`config.mk`:
```
export PLATFORM = sky130hd
export DESIGN_NAME = wf68k30l_exec_wb_seq_flat
export DESIGN_NICKNAME = d
export VERILOG_FILES = /design/src/rtl/wf68k30L_pkg.sv /design/src/rtl/wf68k30l_exec_wb_seq_if.sv /design/src/rtl/wf68k30l_exec_wb_seq.sv /design/src/flat_wrapper.sv
export SDC_FILE = /design/constraint.sdc
export NUM_CORES = 1
export LEC_CHECK = 0
export CORE_MARGIN = 2
export CORE_UTILIZATION = 45
export DETAILED_ROUTE_END_ITERATION = 7
export GPL_ROUTABILITY_DRIVEN = 0
export PLACE_DENSITY_LB_ADDON = 0.12
export SYNTH_ARGS = -nofsm -noshare
export SYNTH_HDL_FRONTEND = slang
export SYNTH_SLANG_ARGS = --single-unit
export TNS_END_PERCENT = 20
```
`constraint.sdc`:
```
create_clock -name CLK -period 2.2 [get_ports CLK]
set_input_delay 0.33 -clock CLK [delete_from_list [all_inputs] [get_ports CLK]]
set_output_delay 0.33 -clock CLK [all_outputs]
set_load 0.03 [all_outputs]
```
`src/rtl/wf68k30L_pkg.sv`:
```
// -----------------------------------------------------------------------------
// wf68k30L_pkg
// Shared definitions for the WF68K30L execution/writeback path: operation
// enumeration, exec/writeback sequencer state encodings, destination-class
// codes, the captured-operation payload and a count clamp helper.
// -----------------------------------------------------------------------------
package wf68k30L_pkg;

    localparam int unsigned STATE_W    = 3;
    localparam int unsigned KIND_W     = 2;
    localparam int unsigned REG_CNT_W  = 3;
    localparam int unsigned BEAT_CNT_W = 4;
    localparam int unsigned WB_IDX_W   = 2;
    localparam int unsigned BEAT_IDX_W = 3;

    // Operation classes decoded by the control block.
    typedef enum logic [4:0] {
        OP_NOP,
        OP_ABCD,
        OP_ADD,
        OP_ADDA,
        OP_AND,
        OP_CLR,
        OP_CMP,
        OP_EXG,
        OP_LEA,
        OP_MOVE,
        OP_MOVEA,
        OP_MOVEM,
        OP_PEA,
        OP_SUB,
        OP_TST
    } op_e;

    // Exec/writeback sequencer states (legacy-compatible numbering).
    localparam logic [STATE_W-1:0] ST_IDLE         = 3'd0;
    localparam logic [STATE_W-1:0] ST_EXECUTE      = 3'd1;
    localparam logic [STATE_W-1:0] ST_ADR_PIPELINE = 3'd2;
    localparam logic [STATE_W-1:0] ST_WRITEBACK    = 3'd3;
    localparam logic [STATE_W-1:0] ST_WRITE_DEST   = 3'd4;

    // Destination classes.
    localparam logic [KIND_W-1:0] DK_NONE    = 2'd0;
    localparam logic [KIND_W-1:0] DK_REG     = 2'd1;
    localparam logic [KIND_W-1:0] DK_MEM     = 2'd2;
    localparam logic [KIND_W-1:0] DK_MEM_ADR = 2'd3;

    // Fields latched when the ALU result is taken.
    typedef struct packed {
        logic [KIND_W-1:0]     kind;
        logic [REG_CNT_W-1:0]  reg_cnt;
        logic [BEAT_CNT_W-1:0] beat_cnt;
    } wb_cap_t;

    // Zero means one; anything above the limit saturates at the limit.
    function automatic logic [BEAT_CNT_W-1:0] clamp_cnt(
        input logic [BEAT_CNT_W-1:0] cnt,
        input logic [BEAT_CNT_W-1:0] max_cnt
    );
        logic [BEAT_CNT_W-1:0] res;
        res = cnt;
        if (cnt == 4'd0) begin
            res = 4'd1;
        end else if (cnt > max_cnt) begin
            res = max_cnt;
        end
        return res;
    endfunction

endpackage

```
`src/rtl/wf68k30l_exec_wb_seq_if.sv`:
```
// -----------------------------------------------------------------------------
// wf68k30l_exec_wb_seq_if
// Control/bus handshake bundle of the exec/writeback sequencer.
//   master : control block / bus side (drives FLUSH..WR_RDY, observes status)
//   slave  : the sequencer (observes requests, drives state/strobes/DONE)
// -----------------------------------------------------------------------------
interface wf68k30l_exec_wb_seq_if;

    logic       FLUSH;
    logic       ALU_INIT;
    logic       ALU_REQ;
    logic       HOLD;
    logic       DISCARD;
    logic [1:0] DEST_KIND;
    logic [2:0] REG_CNT;
    logic [3:0] BEAT_CNT;
    logic       WR_RDY;

    logic [2:0] EXEC_WB_STATE;
    logic       WB_STROBE;
    logic [1:0] WB_INDEX;
    logic       WR_REQ;
    logic [2:0] WR_BEAT;
    logic       BUSY;
    logic       DONE;

    modport master (
        output FLUSH, ALU_INIT, ALU_REQ, HOLD, DISCARD,
        output DEST_KIND, REG_CNT, BEAT_CNT, WR_RDY,
        input  EXEC_WB_STATE, WB_STROBE, WB_INDEX, WR_REQ, WR_BEAT, BUSY, DONE
    );

    modport slave (
        input  FLUSH, ALU_INIT, ALU_REQ, HOLD, DISCARD,
        input  DEST_KIND, REG_CNT, BEAT_CNT, WR_RDY,
        output EXEC_WB_STATE, WB_STROBE, WB_INDEX, WR_REQ, WR_BEAT, BUSY, DONE
    );

endinterface

```
`src/rtl/wf68k30l_exec_wb_seq.sv`:
```
// -----------------------------------------------------------------------------
// wf68k30l_exec_wb_seq
// Sequences one ALU operation from acceptance to retirement: waits for the
// result, then performs register writebacks or memory destination beats
// (optionally preceded by an address cycle per beat), pulsing DONE on retire.
// Ports:
//   CLK   : clock, rising edge
//   RESET : asynchronous active-high reset
//   bus   : slave side of the handshake bundle (requests in, status out)
// Parameters:
//   MAX_BEATS : max memory beats per operation (1..8)
//   WB_REGS   : max register writebacks per operation (1..4)
// -----------------------------------------------------------------------------
module wf68k30l_exec_wb_seq #(
    parameter int unsigned MAX_BEATS = 5,
    parameter int unsigned WB_REGS   = 2
) (
    input  logic                     CLK,
    input  logic                     RESET,
    wf68k30l_exec_wb_seq_if.slave    bus
);
    import wf68k30L_pkg::*;

    localparam logic [BEAT_CNT_W-1:0] REG_LIMIT  = BEAT_CNT_W'(WB_REGS);
    localparam logic [BEAT_CNT_W-1:0] BEAT_LIMIT = BEAT_CNT_W'(MAX_BEATS);

    logic [STATE_W-1:0]    state_q, state_d;
    wb_cap_t               cap_q, cap_d;
    logic [WB_IDX_W-1:0]   idx_q, idx_d;
    logic [BEAT_IDX_W-1:0] beat_q, beat_d;

    logic                  wb_strobe_q, wb_strobe_d;
    logic [WB_IDX_W-1:0]   wb_index_q, wb_index_d;
    logic                  wr_req_q, wr_req_d;
    logic [BEAT_IDX_W-1:0] wr_beat_q, wr_beat_d;
    logic                  busy_q, busy_d;
    logic                  done_q, done_d;

    logic                  last_wb;
    logic                  last_beat;

    // Next-state, counter and output decode.
    always_comb begin
        state_d = state_q;
        cap_d   = cap_q;
        idx_d   = idx_q;
        beat_d  = beat_q;

        last_wb   = ({1'b0, idx_q} == (cap_q.reg_cnt - 3'd1));
        last_beat = ({1'b0, beat_q} == (cap_q.beat_cnt - 4'd1));

        if (bus.FLUSH) begin
            state_d = ST_IDLE;
            cap_d   = '0;
            idx_d   = '0;
            beat_d  = '0;
        end else begin
            case (state_q)
                ST_IDLE: begin
                    if (bus.ALU_INIT) begin
                        state_d = ST_EXECUTE;
                    end
                end
                ST_EXECUTE: begin
                    if (bus.ALU_REQ && !bus.HOLD) begin
                        cap_d.kind     = bus.DEST_KIND;
                        cap_d.reg_cnt  = REG_CNT_W'(clamp_cnt({1'b0, bus.REG_CNT}, REG_LIMIT));
                        cap_d.beat_cnt = clamp_cnt(bus.BEAT_CNT, BEAT_LIMIT);
                        idx_d          = '0;
                        beat_d         = '0;
                        if (bus.DISCARD) begin
                            state_d = ST_IDLE;
                        end else begin
                            case (bus.DEST_KIND)
                                DK_REG:     state_d = ST_WRITEBACK;
                                DK_MEM:     state_d = ST_WRITE_DEST;
                                DK_MEM_ADR: state_d = ST_ADR_PIPELINE;
                                default:    state_d = ST_IDLE;
                            endcase
                        end
                    end
                end
                ST_ADR_PIPELINE: begin
                    state_d = ST_WRITE_DEST;
                end
                ST_WRITEBACK: begin
                    if (last_wb) begin
                        state_d = ST_IDLE;
                        idx_d   = '0;
                    end else begin
                        idx_d = idx_q + 2'd1;
                    end
                end
                ST_WRITE_DEST: begin
                    if (bus.WR_RDY) begin
                        if (last_beat) begin
                            state_d = ST_IDLE;
                            beat_d  = '0;
                        end else begin
                            // Every further beat re-runs the address cycle.
                            state_d = ST_ADR_PIPELINE;
                            beat_d  = beat_q + 3'd1;
                        end
                    end
                end
                default: begin
                    state_d = ST_IDLE;
                    cap_d   = '0;
                    idx_d   = '0;
                    beat_d  = '0;
                end
            endcase
        end

        // Outputs are decoded from the next state so the flops present them
        // in the same cycle as the state they describe.
        wb_strobe_d = (state_d == ST_WRITEBACK);
        wb_index_d  = (state_d == ST_WRITEBACK) ? idx_d : '0;
        wr_req_d    = (state_d == ST_WRITE_DEST);
        wr_beat_d   = beat_d;
        busy_d      = (state_d != ST_IDLE);
        done_d      = (state_d == ST_IDLE) && (state_q != ST_IDLE) && !bus.FLUSH;
    end

    // State, counters and registered outputs.
    always_ff @(posedge CLK or posedge RESET) begin
        if (RESET) begin
            state_q     <= ST_IDLE;
            cap_q       <= '0;
            idx_q       <= '0;
            beat_q      <= '0;
            wb_strobe_q <= 1'b0;
            wb_index_q  <= '0;
            wr_req_q    <= 1'b0;
            wr_beat_q   <= '0;
            busy_q      <= 1'b0;
            done_q      <= 1'b0;
        end else begin
            state_q     <= state_d;
            cap_q       <= cap_d;
            idx_q       <= idx_d;
            beat_q      <= beat_d;
            wb_strobe_q <= wb_strobe_d;
            wb_index_q  <= wb_index_d;
            wr_req_q    <= wr_req_d;
            wr_beat_q   <= wr_beat_d;
            busy_q      <= busy_d;
            done_q      <= done_d;
        end
    end

    assign bus.EXEC_WB_STATE = state_q;
    assign bus.WB_STROBE     = wb_strobe_q;
    assign bus.WB_INDEX      = wb_index_q;
    assign bus.WR_REQ        = wr_req_q;
    assign bus.WR_BEAT       = wr_beat_q;
    assign bus.BUSY          = busy_q;
    assign bus.DONE          = done_q;

endmodule

```
`src/flat_wrapper.sv`:
```
// flat-port wrapper written by rule: the top's interface ports become plain ports
module wf68k30l_exec_wb_seq_flat import wf68k30L_pkg::*;
#(
    parameter int unsigned MAX_BEATS = 5,
    parameter int unsigned WB_REGS   = 2
)
  (CLK, RESET, bus_FLUSH, bus_ALU_INIT, bus_ALU_REQ, bus_HOLD, bus_DISCARD, bus_DEST_KIND, bus_REG_CNT, bus_BEAT_CNT, bus_WR_RDY, bus_EXEC_WB_STATE, bus_WB_STROBE, bus_WB_INDEX, bus_WR_REQ, bus_WR_BEAT, bus_BUSY, bus_DONE);
  wf68k30l_exec_wb_seq_if bus_i ();
  input  logic CLK;
  input  logic RESET;
  input wire logic [$bits(bus_i.FLUSH)-1:0] bus_FLUSH;
  input wire logic [$bits(bus_i.ALU_INIT)-1:0] bus_ALU_INIT;
  input wire logic [$bits(bus_i.ALU_REQ)-1:0] bus_ALU_REQ;
  input wire logic [$bits(bus_i.HOLD)-1:0] bus_HOLD;
  input wire logic [$bits(bus_i.DISCARD)-1:0] bus_DISCARD;
  input wire logic [$bits(bus_i.DEST_KIND)-1:0] bus_DEST_KIND;
  input wire logic [$bits(bus_i.REG_CNT)-1:0] bus_REG_CNT;
  input wire logic [$bits(bus_i.BEAT_CNT)-1:0] bus_BEAT_CNT;
  input wire logic [$bits(bus_i.WR_RDY)-1:0] bus_WR_RDY;
  output wire logic [$bits(bus_i.EXEC_WB_STATE)-1:0] bus_EXEC_WB_STATE;
  output wire logic [$bits(bus_i.WB_STROBE)-1:0] bus_WB_STROBE;
  output wire logic [$bits(bus_i.WB_INDEX)-1:0] bus_WB_INDEX;
  output wire logic [$bits(bus_i.WR_REQ)-1:0] bus_WR_REQ;
  output wire logic [$bits(bus_i.WR_BEAT)-1:0] bus_WR_BEAT;
  output wire logic [$bits(bus_i.BUSY)-1:0] bus_BUSY;
  output wire logic [$bits(bus_i.DONE)-1:0] bus_DONE;
  assign bus_i.FLUSH = bus_FLUSH;
  assign bus_i.ALU_INIT = bus_ALU_INIT;
  assign bus_i.ALU_REQ = bus_ALU_REQ;
  assign bus_i.HOLD = bus_HOLD;
  assign bus_i.DISCARD = bus_DISCARD;
  assign bus_i.DEST_KIND = bus_DEST_KIND;
  assign bus_i.REG_CNT = bus_REG_CNT;
  assign bus_i.BEAT_CNT = bus_BEAT_CNT;
  assign bus_i.WR_RDY = bus_WR_RDY;
  assign bus_EXEC_WB_STATE = bus_i.EXEC_WB_STATE;
  assign bus_WB_STROBE = bus_i.WB_STROBE;
  assign bus_WB_INDEX = bus_i.WB_INDEX;
  assign bus_WR_REQ = bus_i.WR_REQ;
  assign bus_WR_BEAT = bus_i.WR_BEAT;
  assign bus_BUSY = bus_i.BUSY;
  assign bus_DONE = bus_i.DONE;
  wf68k30l_exec_wb_seq #(.MAX_BEATS(MAX_BEATS), .WB_REGS(WB_REGS)) u_core (.CLK(CLK), .RESET(RESET), .bus(bus_i));
endmodule
```
==> qor.csv <==
metric,value,unit
CP endpoint kind,output pin,
RSZ-0062 raised after global routing,false,
CORE AREA,2480,um^2
Crit Path Category,reg -> out,
fmax,514,MHz
setup ws final,0.253,ns
clock slew at reported path FFs,0.11,ns
reg2reg path depth,6,
switching pwr,0.191,mW
measured slew at the worst slew-check pin,0.375,ns
Worst Path Buf+Inv,1,
wl on met1,1070,um
Via-to-Cell Ratio,5.49,
Yosys reg bits,21,
worst clock skew,0.00225,ns
startpoint types,flip-flop,
I/O pin count,29,
GRT Resource Usage Total,0.176,
Max Root-Sink Buffers,2,
post-route cell area,1510,um^2
# Max-Cap Violations,0,
I/O Buffers,27,
Rel. slew slack,0.748,
CTS buffer count,3,
maximum vdd drop,0.000360,V
first-pass GRT wire length,4300,um
layout cells sized above 1,0.0987,
pre-CTS setup slack,0.267,ns
# H-tree levels,1,
placed inst area,1480,um^2
Final Hold Fails,0,
number of clock sinks,21,
Post-DP HPWL,1910,um
Reg power frac,0.560,
top post-synthesis cells by count,"dfrtp_1 (21), inv_1 (12), nand2_1 (10), nor2_1 (7), xnor2_1 (7)",
fillers,239,
die extent in y,55.2,um
post-DR wirelength/cell,13.5,um
period utilisation layout,0.885,
ranking of synthesized cells by area,"dfrtp_1 (45%), xnor2_1 (5.2%), inv_1 (3.8%)",
routed wl met3,82,um
TritonCTS clock tree,done,
Worst EP arrival,1.62,ns
Yosys Warn Count,0,
root buffer cell,clkbuf_4,
Layout area overhead,28.0,%
vias in the first global route,991,
chip width,55.2,um
Initial Util,0.476,
final setup violating endpoints,0,
"Critical Path, Cell by Cell",clkdlybuf4s50_1,
full die area,3050,um^2
Post-CTS Setup Bufs,0,
metal2 WL,1280,um
ANT cells,0,
top cell type's share of synthesized area,0.445,
Pleak,0.635,nW
P_int,0.529,mW
hold-fix buffers at CTS,0,
outcome,"finished, final reports clean",
row count,18,
post-route ant nets,0,
Post-synth EDFFs,0,
Cell variety after synth,41,
top cell type by total area after synthesis,dfrtp_1,
Reg area,526,um^2
"Slowest-stage cell, CP",clkdlybuf4s50_1,
crit path max fanout,12,
clk_lat worst skew,0.30,ns
ys flop type,dfrtp_1,
grt total ovfl,0,
Crit path largest cell delay,0.74,ns
1st-iter DRT viols,25,
Multi-input gate area,583,um^2
NumNets Final,173,
instance count on the critical path,1,
post-synthesis sequential area ratio,0.445,
vias,1000,
clock share of power,0.253,
Pins Over Slew Limit,0,
Gate power share,0.186,
Hold Path Class,in -> async,
asr flop ratio synth,1.00,
Gate Count Post-Synth,122,
Tmin final,1.95,ns
final WL,2450,um
"Avg Cell Area, Syn",9.67,um^2
DRC violations left,0,
syn nets,142,
CTS resizes,0,
Top Metal Used,met4,
Synth Cell Area,1180,um^2
Non-Filler Instances,182,
setup TNS,0,ns
First-pass DRT Iterations,4,
most frequent cell after synthesis,dfrtp_1,
sw frac,0.266,
Placed Cells incl. Taps,178,
crit-path leading delay family,buffers and inverters,
power per cell area,477,nW/um^2
"Req. time, crit path",1.87,ns
largest net degree at the start of global routing,22,
initial antenna violation count,0,
routing by layer:
layer  up-vias  global-route usage
met1       494               0.203
met4         0              0.0801
met2        16               0.304
met5         -                   0
met3         2              0.0468
li1        488                   -
cell families (layout without fill, tap and decap cells):
family                   count (synthesis)  after routing  synth area share
AND/OR/NAND/NOR                         39             39             0.171
AO/OA/AOI/OAI                           33             33             0.217
flip-flops                              21             21             0.445
buffers and inverters                   16             46            0.0604
XOR/XNOR                                10             10            0.0742
adder cells (fa/ha/maj)                  3              3            0.0318
registers in the layout (all words and copies together), names as in the netlist:
register,count
u_core.bus.BUSY,1
u_core.bus.WB_INDEX,2
u_core.idx_q,2
u_core.bus.EXEC_WB_STATE,3
u_core.bus.WR_REQ,1
u_core.cap_q,7
u_core.beat_q,3
u_core.bus.WB_STROBE,1
u_core.bus.DONE,1
cell type report:
type                            instances  area share
Multi-Input combinational cell         85       0.386
Sequential cell                        21       0.348
Timing Repair Buffer                   30       0.194
Inverter                               12      0.0298
Tap cell                               30      0.0249
Clock buffer                            4      0.0174
path summary, 6_finish.rpt:
path	slack (ns)	endpoint	from
min in group CLK	0.52	u_core.cap_q[5]	u_core.cap_q[5]
worst min-delay path	0.35	u_core.cap_q[0]	RESET
worst max-delay path	0.25	bus_EXEC_WB_STATE[1]	u_core.bus.EXEC_WB_STATE[1]
worst max register to register	0.35	u_core.bus.WB_STROBE	u_core.cap_q[4]
worst min register to register	0.52	u_core.cap_q[5]	u_core.cap_q[5]
max in group asynchronous	1.65	u_core.beat_q[2]	RESET
per-stage QoR:
step / hold WS, ns / utilization / power (mW)
floorplan: 0.307 / - / 0.488
global placement: 0.471 / 0.599 / 0.542
detailed placement: 0.492 / 0.599 / 0.546
CTS: 0.344 / 0.610 / 0.734
global route: 0.375 / 0.610 / 0.767
finish: 0.348 / 0.610 / 0.720
worst min-delay path, stage by stage:
cell and delay (ns):
clkdlybuf4s50_1 0.40, inv_1 0.05, buf_4 0.26
layout by cell type, fill, tap and decap left out, types with 3 or more instances in the layout:
master	count
clkdlybuf4s50_1	27
dfrtp_1	21
inv_1	12
nand2_1	10
nor2_1	7
xnor2_1	7
a21oi_1	6
o21ai_0	5
nor3_1	4
nand3_1	4
o21ai_1	4
xor2_1	3
ha_1	3
clkbuf_4	3
buf_4	3
power by group through the flow:
| stage | Clock, mW | Combinational [mW] | Sequential [mW] |
|---|---|---|---|
| floorplan | 0 | 0.0683 | 0.419 |
| global placement | 0 | 0.131 | 0.411 |
| detailed placement | 0 | 0.134 | 0.411 |
| CTS | 0.196 | 0.135 | 0.404 |
| global route | 0.216 | 0.146 | 0.405 |
| finish | 0.182 | 0.134 | 0.404 |
No activity file was read; power rests on OpenSTA's default activity.
